`src/rtl/uart_rx_oversampled.sv`:
```
// UART receiver (8N1 default) with an oversampled mid-bit sampler and a 1-entry valid/ready holding register.
// Optional feature macro: UART_RX_PARITY_EN adds a parity bit (even, or odd with ODD_PARITY=1) and the parity_err port.
module uart_rx_oversampled #(
   parameter int CLOCK_RATE    = 25000000,
   parameter int BAUD_RATE     = 115200,
   parameter int OVER_SAMPLING = 16,
   parameter int DATA_BITS     = 8
`ifdef UART_RX_PARITY_EN
   ,
   parameter int ODD_PARITY    = 0
`endif
) (
   input  logic                 PCLK,
   input  logic                 PRESETn,
   input  logic                 rxd,
   output logic [DATA_BITS-1:0] rx_data,
   output logic                 rx_valid,
   input  logic                 rx_ready,
   output logic                 frame_err,
   output logic                 overrun_err,
`ifdef UART_RX_PARITY_EN
   output logic                 parity_err,
`endif
   output logic                 busy
);

   localparam int DIV   = CLOCK_RATE / (OVER_SAMPLING * BAUD_RATE);
   localparam int DIV_W = (DIV > 1) ? $clog2(DIV) : 1;
   localparam int SC_W  = $clog2(OVER_SAMPLING);
   localparam int BIT_W = $clog2(DATA_BITS);

   localparam logic [DIV_W-1:0] DIV_LAST     = DIV_W'(DIV - 1);
   localparam logic [SC_W-1:0]  SC_LAST      = SC_W'(OVER_SAMPLING - 1);
   localparam logic [SC_W-1:0]  SAMPLE_POINT = SC_W'(OVER_SAMPLING / 2 - 1);
   localparam logic [BIT_W-1:0] BIT_LAST     = BIT_W'(DATA_BITS - 1);

   localparam logic [2:0] IDLE   = 3'd0;
   localparam logic [2:0] START  = 3'd1;
   localparam logic [2:0] DATA   = 3'd2;
   localparam logic [2:0] STOP   = 3'd4;
`ifdef UART_RX_PARITY_EN
   localparam logic [2:0] PARITY = 3'd3;
   localparam logic       ODD_BIT = (ODD_PARITY != 0);
`endif

   logic                 syncA;
   logic                 rs;
   logic [2:0]           state;
   logic [DIV_W-1:0]     divCnt;
   logic [SC_W-1:0]      sc;
   logic [BIT_W-1:0]     bitIdx;
   logic [DATA_BITS-1:0] shReg;
   logic                 tick;
   logic                 sampleNow;
   logic                 startDet;
   logic                 complete;
   logic                 drain;
`ifdef UART_RX_PARITY_EN
   logic                 parBit;
`endif

   assign tick      = (divCnt == DIV_LAST);
   assign sampleNow = tick && (sc == SAMPLE_POINT);
   assign startDet  = (state == IDLE) && !rs;
   assign complete  = (state == STOP) && sampleNow;
   assign drain     = rx_valid && rx_ready;
   assign busy      = (state != IDLE);

   // rxd is asynchronous; idle-high reset value keeps reset from looking like a start edge
   always_ff @(posedge PCLK) begin
      if (!PRESETn) begin
         syncA <= 1'b1;
         rs    <= 1'b1;
      end else begin
         syncA <= rxd;
         rs    <= syncA;
      end
   end

   // Restarting the divider on the start edge puts every sample a fixed half bit after it
   always_ff @(posedge PCLK) begin
      if (!PRESETn || startDet) begin
         divCnt <= '0;
         sc     <= '0;
      end else begin
         divCnt <= tick ? '0 : divCnt + 1'b1;
         if (tick) begin
            sc <= (sc == SC_LAST) ? '0 : sc + 1'b1;
         end
      end
   end

   always_ff @(posedge PCLK) begin
      if (!PRESETn) begin
         state  <= IDLE;
         bitIdx <= '0;
         shReg  <= '0;
`ifdef UART_RX_PARITY_EN
         parBit <= 1'b0;
`endif
      end else begin
         case (state)
            IDLE: begin
               if (!rs) begin
                  state <= START;
               end
            end
            START: begin
               if (sampleNow) begin
                  bitIdx <= '0;
                  state  <= rs ? IDLE : DATA;
               end
            end
            DATA: begin
               if (sampleNow) begin
                  shReg <= {rs, shReg[DATA_BITS-1:1]};
                  if (bitIdx == BIT_LAST) begin
`ifdef UART_RX_PARITY_EN
                     state <= PARITY;
`else
                     state <= STOP;
`endif
                  end else begin
                     bitIdx <= bitIdx + 1'b1;
                  end
               end
            end
`ifdef UART_RX_PARITY_EN
            PARITY: begin
               if (sampleNow) begin
                  parBit <= rs;
                  state  <= STOP;
               end
            end
`endif
            STOP: begin
               // Leave at mid-stop so a back-to-back start edge is not missed
               if (sampleNow) begin
                  state <= IDLE;
               end
            end
            default: state <= IDLE;
         endcase
      end
   end

   always_ff @(posedge PCLK) begin
      if (!PRESETn) begin
         rx_data     <= '0;
         rx_valid    <= 1'b0;
         frame_err   <= 1'b0;
         overrun_err <= 1'b0;
`ifdef UART_RX_PARITY_EN
         parity_err  <= 1'b0;
`endif
      end else begin
         if (complete && (!rx_valid || rx_ready)) begin
            rx_data    <= shReg;
            frame_err  <= ~rs;
            rx_valid   <= 1'b1;
`ifdef UART_RX_PARITY_EN
            parity_err <= (^shReg) ^ parBit ^ ODD_BIT;
`endif
         end else if (drain) begin
            rx_valid <= 1'b0;
         end

         if (complete && rx_valid && !rx_ready) begin
            overrun_err <= 1'b1;
         end else if (drain) begin
            overrun_err <= 1'b0;
         end
      end
   end

endmodule

```
`config.mk`:
```
export PLATFORM = sky130hd
export DESIGN_NAME = uart_rx_oversampled
export DESIGN_NICKNAME = d
export VERILOG_FILES = /design/src/rtl/uart_rx_oversampled.sv
export SDC_FILE = /design/constraint.sdc
export NUM_CORES = 1
export LEC_CHECK = 0
export CAP_MARGIN = 20
export CORE_ASPECT_RATIO = 1.4
export CORE_MARGIN = 2
export CORE_UTILIZATION = 46
export CTS_CLUSTER_SIZE = 28
export DETAILED_ROUTE_END_ITERATION = 16
export PLACE_DENSITY = 0.69
export SLEW_MARGIN = 20
export SYNTH_ARGS = -nofsm -noshare
export SYNTH_HDL_FRONTEND = slang
export SYNTH_SLANG_ARGS = --single-unit
```
`constraint.sdc`:
```
create_clock -name PCLK -period 5.9 [get_ports PCLK]
set_clock_uncertainty 0.15 [all_clocks]
set_input_delay 0.59 -clock PCLK [delete_from_list [all_inputs] [get_ports PCLK]]
set_output_delay 0.59 -clock PCLK [all_outputs]
set_load 0.005 [all_outputs]
```
==> results by group, run 1 <==
Drt
  • DR WL met2: roughly 1300 um
  • Wire length per cell: approximately 12 um
  • Post-DR vias/cell: around 5.2
  • Drt drc: 0
  • Total Wirelength: 2520 um
  • Met1 wire length: ~1100 um
  • Initial DRC count: 16
  • Antenna Nets Post-Route: 0
  • Top sig layer: met4
  • WL met3: ~110 um
  • Vias: between 1k and 1.5k
  • Drt first pass iters: 4

Run
  • MaxCap Viol Count: 0

Pwr
  • Post-layout total power: 0.000448 W
  • Pwr Density: 258 nW/um2
  • Pleak: 0.682 nW
  • VDD IR max: 0.199 mV

Synth
  • Post-Synthesis Cells: 160
  • Mapped Avg Cell Area: slightly above 9 um2
  • FFs w/ async S/R, synth: 0
  • Top cells by area, synth: dfxtp_1 48%, nand2_1 6.7%, mux2i_1 6.2%
  • Post-Syn Area: approximately 1500 um2
  • Post-synth net total: roughly 170
  • Top_reg_cell synth: dfxtp_1
  • Top-count cell post-synth: dfxtp_1
  • Synth top cells by count: 35 x dfxtp_1, 26 x nand2_1, 11 x nor2_1
  • Post-synth EDFFs: 0
  • Number of library cell types mapped by synthesis: 34
  • Area leader, netlist: dfxtp_1
  • Syn. warnings: 0
  • Post-synth top area share: 0.481
  • #FFs+latches synth: 35
  • Sequential fraction of the synthesis area: 0.481

STA
  • Final Cycle Share: 0.401
  • Worst Tran Pin Value: between 0.7 and 0.8 ns
  • RSZ-0062 raised after global routing: no
  • Fmax: approximately 420 MHz
  • Final setup TNS: 0 ns
  • Hold Violations, Final: 0
  • Minimum clock period: about 2.4 ns
  • Max_slew headroom: 0.516
  • Setup violation total in the final timing report: 0
  • Max-slew violation count: 0

GRT
  • Initial antenna violation count: 0
  • Vias in the first global route: roughly 1.1k
  • Largest net degree at the start of global routing: 38
  • GRT overflow: 0
  • Total track usage: 0.161
  • First-pass GRT wire length: 4420 um

Place
  • Port Buffer Count: 15
  • Post-DP HPWL: ~1800 um
  • Global placement routability congestion: 0.742

CTS
  • Clk_lat worst skew: a little under 0.3 ns
  • CTS tree: built
  • CTS max path bufs: 2
  • # Post-CTS Setup Buffers: 0
  • Inserted Clock Buffers: 5
  • Clock slew at the register clock pins of the worst setup and hold paths: around 0.070 ns
  • CTS sink cnt: 35
  • Root Driver: clkbuf_8
  • H-tree depth: 2
  • Cts repair resizes: 0
  • CTS Hold Buffers Added: 0

Worst setup path
  • WS Path Type: reg2out
  • Worst Reg2Reg Path Length in Cells: 6
  • WP data arrival: between 1.5 and 2 ns
  • Worst Path Required: between 5 and 6 ns
  • Flop2flop setup slack: ~3.6 ns
  • Worst-path fanout max: 13
  • Reg2reg start: divCnt[0]
  • RR Endpoint: rx_data[6]
  • Slowest cell on the critical path: clkdlybuf4s50_1
  • Crit path buffers/inverters: 1
  • Max stage delay on crit path: around 0.47 ns
  • Crit path max-delay family: buffers and inverters
  • CP Launch Type: register
  • CP Cell Sequence: or3_1 -> clkdlybuf4s50_1
  • CP Capture Type: primary output

Die
  • Num rows: 24
  • Full die area: 3640 um2
  • Initial Util: 0.475
  • Die Span Y: between 70 and 80 um
  • I/O Pins: 16
  • Die width: 51.6 um
  • Core ar.: 3060 um2

Run status
  • Outcome: finished, final reports clean

Hold path
  • HP Class: reg2reg
  • Min-delay src: syncA
  • Hold depth: 1
  • Hold endpoint: rs

Final layout
  • Layout Nets: between 150 and 200
  • Fraction of layout cells with a size suffix above 1: 0.0686
  • Inserted Diodes: 0
  • Syn-to-layout area delta: 19.2%
-- registers in the layout (all words and copies together) (netlist names) --
signal / count
bitIdx: 3
divCnt: 4
frame_err: 1
overrun_err: 1
rs: 1
rx_data: 8
rx_valid: 1
sc: 4
shReg: 8
state: 3
syncA: 1
-- metal layers --
metal / vias up / track usage
met3: 5 / 0.0675
met1: 511 / 0.172
met4: 0 / 0.0702
li1: 580 / -
met2: 15 / 0.272
met5: - / 0
-- cell type report --
cell class,instances,area (um2)
clock buffer,8,100
fill,305,1330
inverter,3,11.3
multi-input combinational,113,717
sequential,35,701
tap,39,48.8
timing repair buffer,16,158
-- cells in the final DEF, fill, tap and decap left out, drive strengths merged --
master          n
o32a            1
and3            1
clkdlybuf4s50  15
o22ai           2
nor2           11
nand2b          6
a22o            2
buf             1
nor4            1
a311oi          1
nor2b           1
mux2            1
and4b           1
mux2i           9
or3             2
a21oi           6
nor3            5
o21a            2
nand3          10
nand4b          2
ha              5
a41oi           1
dfxtp          35
a31oi           1
xnor2           2
o21ai           9
xor2            2
inv             3
nor3b           2
clkbuf          8
nand2          26
or4             1
-- power by group --
part	leakage, nW	internal [W]	switching (W)
logic	0.347	0.00000780	0.00000987
registers	0.283	0.000239	0.00000343
clock network	0.0515	0.000106	0.0000813
-- metrics by stage --
stage | std cells | hold WS [ns] | setup slack [ns] | cell area [um2] | util
2_1_floorplan | 160 | 0.236 | 3.71 | 1460 | -
3_3_place_gp | 206 | 0.252 | 3.65 | 1630 | 0.531
3_5_place_dp | 206 | 0.250 | 3.61 | 1640 | 0.534
4_1_cts | 214 | 0.266 | 3.53 | 1740 | 0.567
5_1_grt | 214 | 0.282 | 3.45 | 1740 | 0.567
6_report | 214 | 0.259 | 3.54 | 1740 | 0.567
-- logic make-up (layout without fill, tap and decap cells) --
kind of cell / after synthesis / in the layout / share of synthesized area
AO/OA/AOI/OAI: 25 / 25 / 0.106
XOR/XNOR: 4 / 4 / 0.0241
adder cells (fa/ha/maj): 5 / 5 / 0.0430
buffers and inverters: 12 / 27 / 0.0369
flip-flops: 35 / 35 / 0.481
multiplexers: 10 / 10 / 0.0696
AND/OR/NAND/NOR: 69 / 69 / 0.240
-- worst max path at each step --
stage                       endpoint      start  depth (start not counted)
final                           busy   state[0]                          2
after global routing      rx_data[7]  divCnt[0]                          6
after CTS                       busy   state[0]                          2
after detailed placement   divCnt[2]    PRESETn                          5
after global placement      shReg[6]      sc[0]                          4
after floorplan            frame_err  divCnt[0]                          8
(Power assumes the default switching activity.)
==> inputs of run 2 (changes only) <==
- PLACE_DENSITY: 0.69 -> 0.72
- clock period: 5.9 -> 1.9 ns (I/O delays scaled with it)
==> run 2 against run 1 <==
  * Utilization is 5.5 points higher
  * Critical endpoint is now rx_data[2]
  * Clock power rose to 3.1 times the previous value
  * Setup slack got worse by 3.5 ns
  * Combinational power grew to 4.1 times the previous value
  * Critical path type is now reg2reg
  * Worst hold slack worse by 0.0015 ns
  * Non-clock buffer count grew 15
  * Largest power group unchanged
==> results by group, run 2 (synthesis results as in run 1) <==
STA
  • Final Cycle Share: 0.978
  • Setup violation total in the final timing report: 0 (unchanged)
  • Max-slew violation count: 0 (unchanged)
  • RSZ-0062 raised after global routing: yes
  • Worst Tran Pin Value: 0.404 ns (-0.317 ns)
  • Fmax: 538 MHz
  • Max_slew headroom: 0.730 (+0.214)
  • Hold Violations, Final: 0 (unchanged)
  • Minimum clock period: roughly 1.9 ns

Pwr
  • Pwr Density: 739 nW/um2 (+190%)
  • VDD IR max: 0.526 mV (+160%)
  • Post-layout total power: 0.00141 W (+210%)
  • Pleak: 0.779 nW (+14%)

CTS
  • CTS sink cnt: 35 (unchanged)
  • H-tree depth: 2 (unchanged)
  • Clk_lat worst skew: 0.29 ns (about the same)
  • CTS Hold Buffers Added: 0 (unchanged)
  • Clock slew at the register clock pins of the worst setup and hold paths: 0.07 ns (about the same)
  • Root Driver: clkbuf_8
  • # Post-CTS Setup Buffers: 0 (unchanged)
  • CTS tree: built
  • CTS max path bufs: 2 (unchanged)
  • Inserted Clock Buffers: 5 (unchanged)

Die
  • Die width: 51.6 um (unchanged)
  • Initial Util: 0.475 (unchanged)
  • Die Span Y: 70.6 um (unchanged)
  • Core ar.: 3060 um2 (unchanged)
  • Full die area: 3640 um2 (unchanged)
  • Num rows: 24 (unchanged)
  • I/O Pins: 16 (unchanged)

Place
  • Post-DP HPWL: 2170 um (+20%)
  • Area after DPL: 1770 um2 (+8.2%)
  • Port Buffer Count: 15 (unchanged)
  • Global placement routability congestion: 0.756 (+1.8%)

Worst setup path
  • Crit path buffers/inverters: 1 (unchanged)
  • CP Capture Type: register
  • Slowest cell on the critical path: or4_4
  • Worst-path fanout max: 5 (-8)
  • WS Path Type: reg2reg
  • CP Launch Type: register
  • Max stage delay on crit path: 0.50 ns (+0.03 ns)
  • WP data arrival: 1.88 ns (+0.26 ns)
  • Crit path max-delay family: simple AND/OR/NAND/NOR gates
  • Worst Path Required: 1.92 ns (-3.24 ns)
  • CP Cell Sequence: inv_2 -> ha_4 -> nand3_4 -> or3_4 -> or4_4 -> mux2i_1

Drt
  • Initial DRC count: 22 (+6)
  • Post-DR vias/cell: 5.30 (+2.2%)
  • WL met3: 97 um (-11%)
  • Top sig layer: met4
  • Wire length per cell: 13.2 um (+13%)
  • Met1 wire length: 1160 um (+9.9%)
  • Vias: 1,220 (+9.8%)
  • Total Wirelength: 3050 um (+21%)
  • DR WL met2: 1720 um (+31%)
  • Drt drc: 0 (unchanged)
  • Drt first pass iters: 4 (unchanged)
  • Antenna Nets Post-Route: 0 (unchanged)

Run
  • MaxCap Viol Count: 0 (unchanged)

Final layout
  • Syn-to-layout area delta: 30.7%
  • Inserted Diodes: 0 (unchanged)
  • Commonest non-fill, non-tap cells in the layout: 29 x dfxtp_1, 26 x nand2_1, 16 x buf_4, 14 x clkdlybuf4s50_1, 11 x nor2_1
  • Layout Nets: 199 (+8.7%)
  • Fraction of layout cells with a size suffix above 1: 0.215 (+0.146)
  • Regs by FF count: rx_data x8, shReg x8
  • Post-layout instance area: 1900 um2 (+9.7%)
  • Commonest non-fill, non-tap cell in the layout: dfxtp_1

GRT
  • First-pass GRT wire length: 5110 um (+15%)
  • Largest net degree at the start of global routing: 17 (-55%)
  • Initial antenna violation count: 0 (unchanged)
  • GRT overflow: 0 (unchanged)
  • Total track usage: 0.187 (+0.0263)
  • Vias in the first global route: 1,234 (+16%)

Run status
  • Outcome: finished, final reports clean

Hold path
  • HP Class: reg2reg
run 2: timing repair:
item / CTS / global route
resized for setup: 2 / 6
setup endpoints to repair: 10 / 13
gates cloned: 0 / 1
pin swaps: 1 / 0
run 2: worst reg2reg max path: cells and delay by family, from the launching register on:
family | cells | cell delay [ns]
simple gates | 3 | 0.92
flops | 1 | 0.32
fa+ha+maj | 1 | 0.14
mux | 1 | 0.16
buf+inv | 1 | 0.06
run 2: final cells by class:
type | instances | area [um2]
Fill cell | 261 | 1160
Multi-Input combinational cell | 114 | 759
Sequential cell | 35 | 711
Timing Repair Buffer | 31 | 273
Clock buffer | 8 | 100
Tap cell | 39 | 48.8
Inverter | 3 | 11.3
run 2: worst paths after layout:
path | start | endpoint | slack (ns) | cells after the start
worst max-delay path | divCnt[1] | rx_data[2] | 0.04 | 6
worst min-delay path | syncA | rs | 0.26 | 1
worst max register to register | divCnt[1] | rx_data[2] | 0.04 | 6
worst min register to register | syncA | rs | 0.26 | 1
run 2: layer usage:
layer	vias up	global-route usage
li1	615	-
met1	582	0.189
met2	17	0.333
met3	6	0.0612
met4	0	0.0965
met5	-	0
run 2: power breakdown:
| group | internal (W) | total, W | leakage [nW] | switching [W] |
|---|---|---|---|---|
| Sequential | 0.000742 | 0.000752 | 0.286 | 0.00000987 |
| Clock | 0.000331 | 0.000581 | 0.0515 | 0.000250 |
| Combinational | 0.0000367 | 0.0000731 | 0.442 | 0.0000364 |
run 2: through the flow:
stage | TNS (ns) | worst slack, ns | instances | utilization | hold WS (ns)
after floorplan | -2.02 | -0.216 | 160 | - | 0.141
after global placement | -0.658 | -0.0744 | 221 | 0.578 | 0.245
after detailed placement | -0.961 | -0.119 | 221 | 0.578 | 0.243
after CTS | -0.00371 | -0.00371 | 229 | 0.612 | 0.267
after global routing | -0.0752 | -0.0272 | 230 | 0.621 | 0.302
final | 0 | 0.0420 | 230 | 0.621 | 0.258
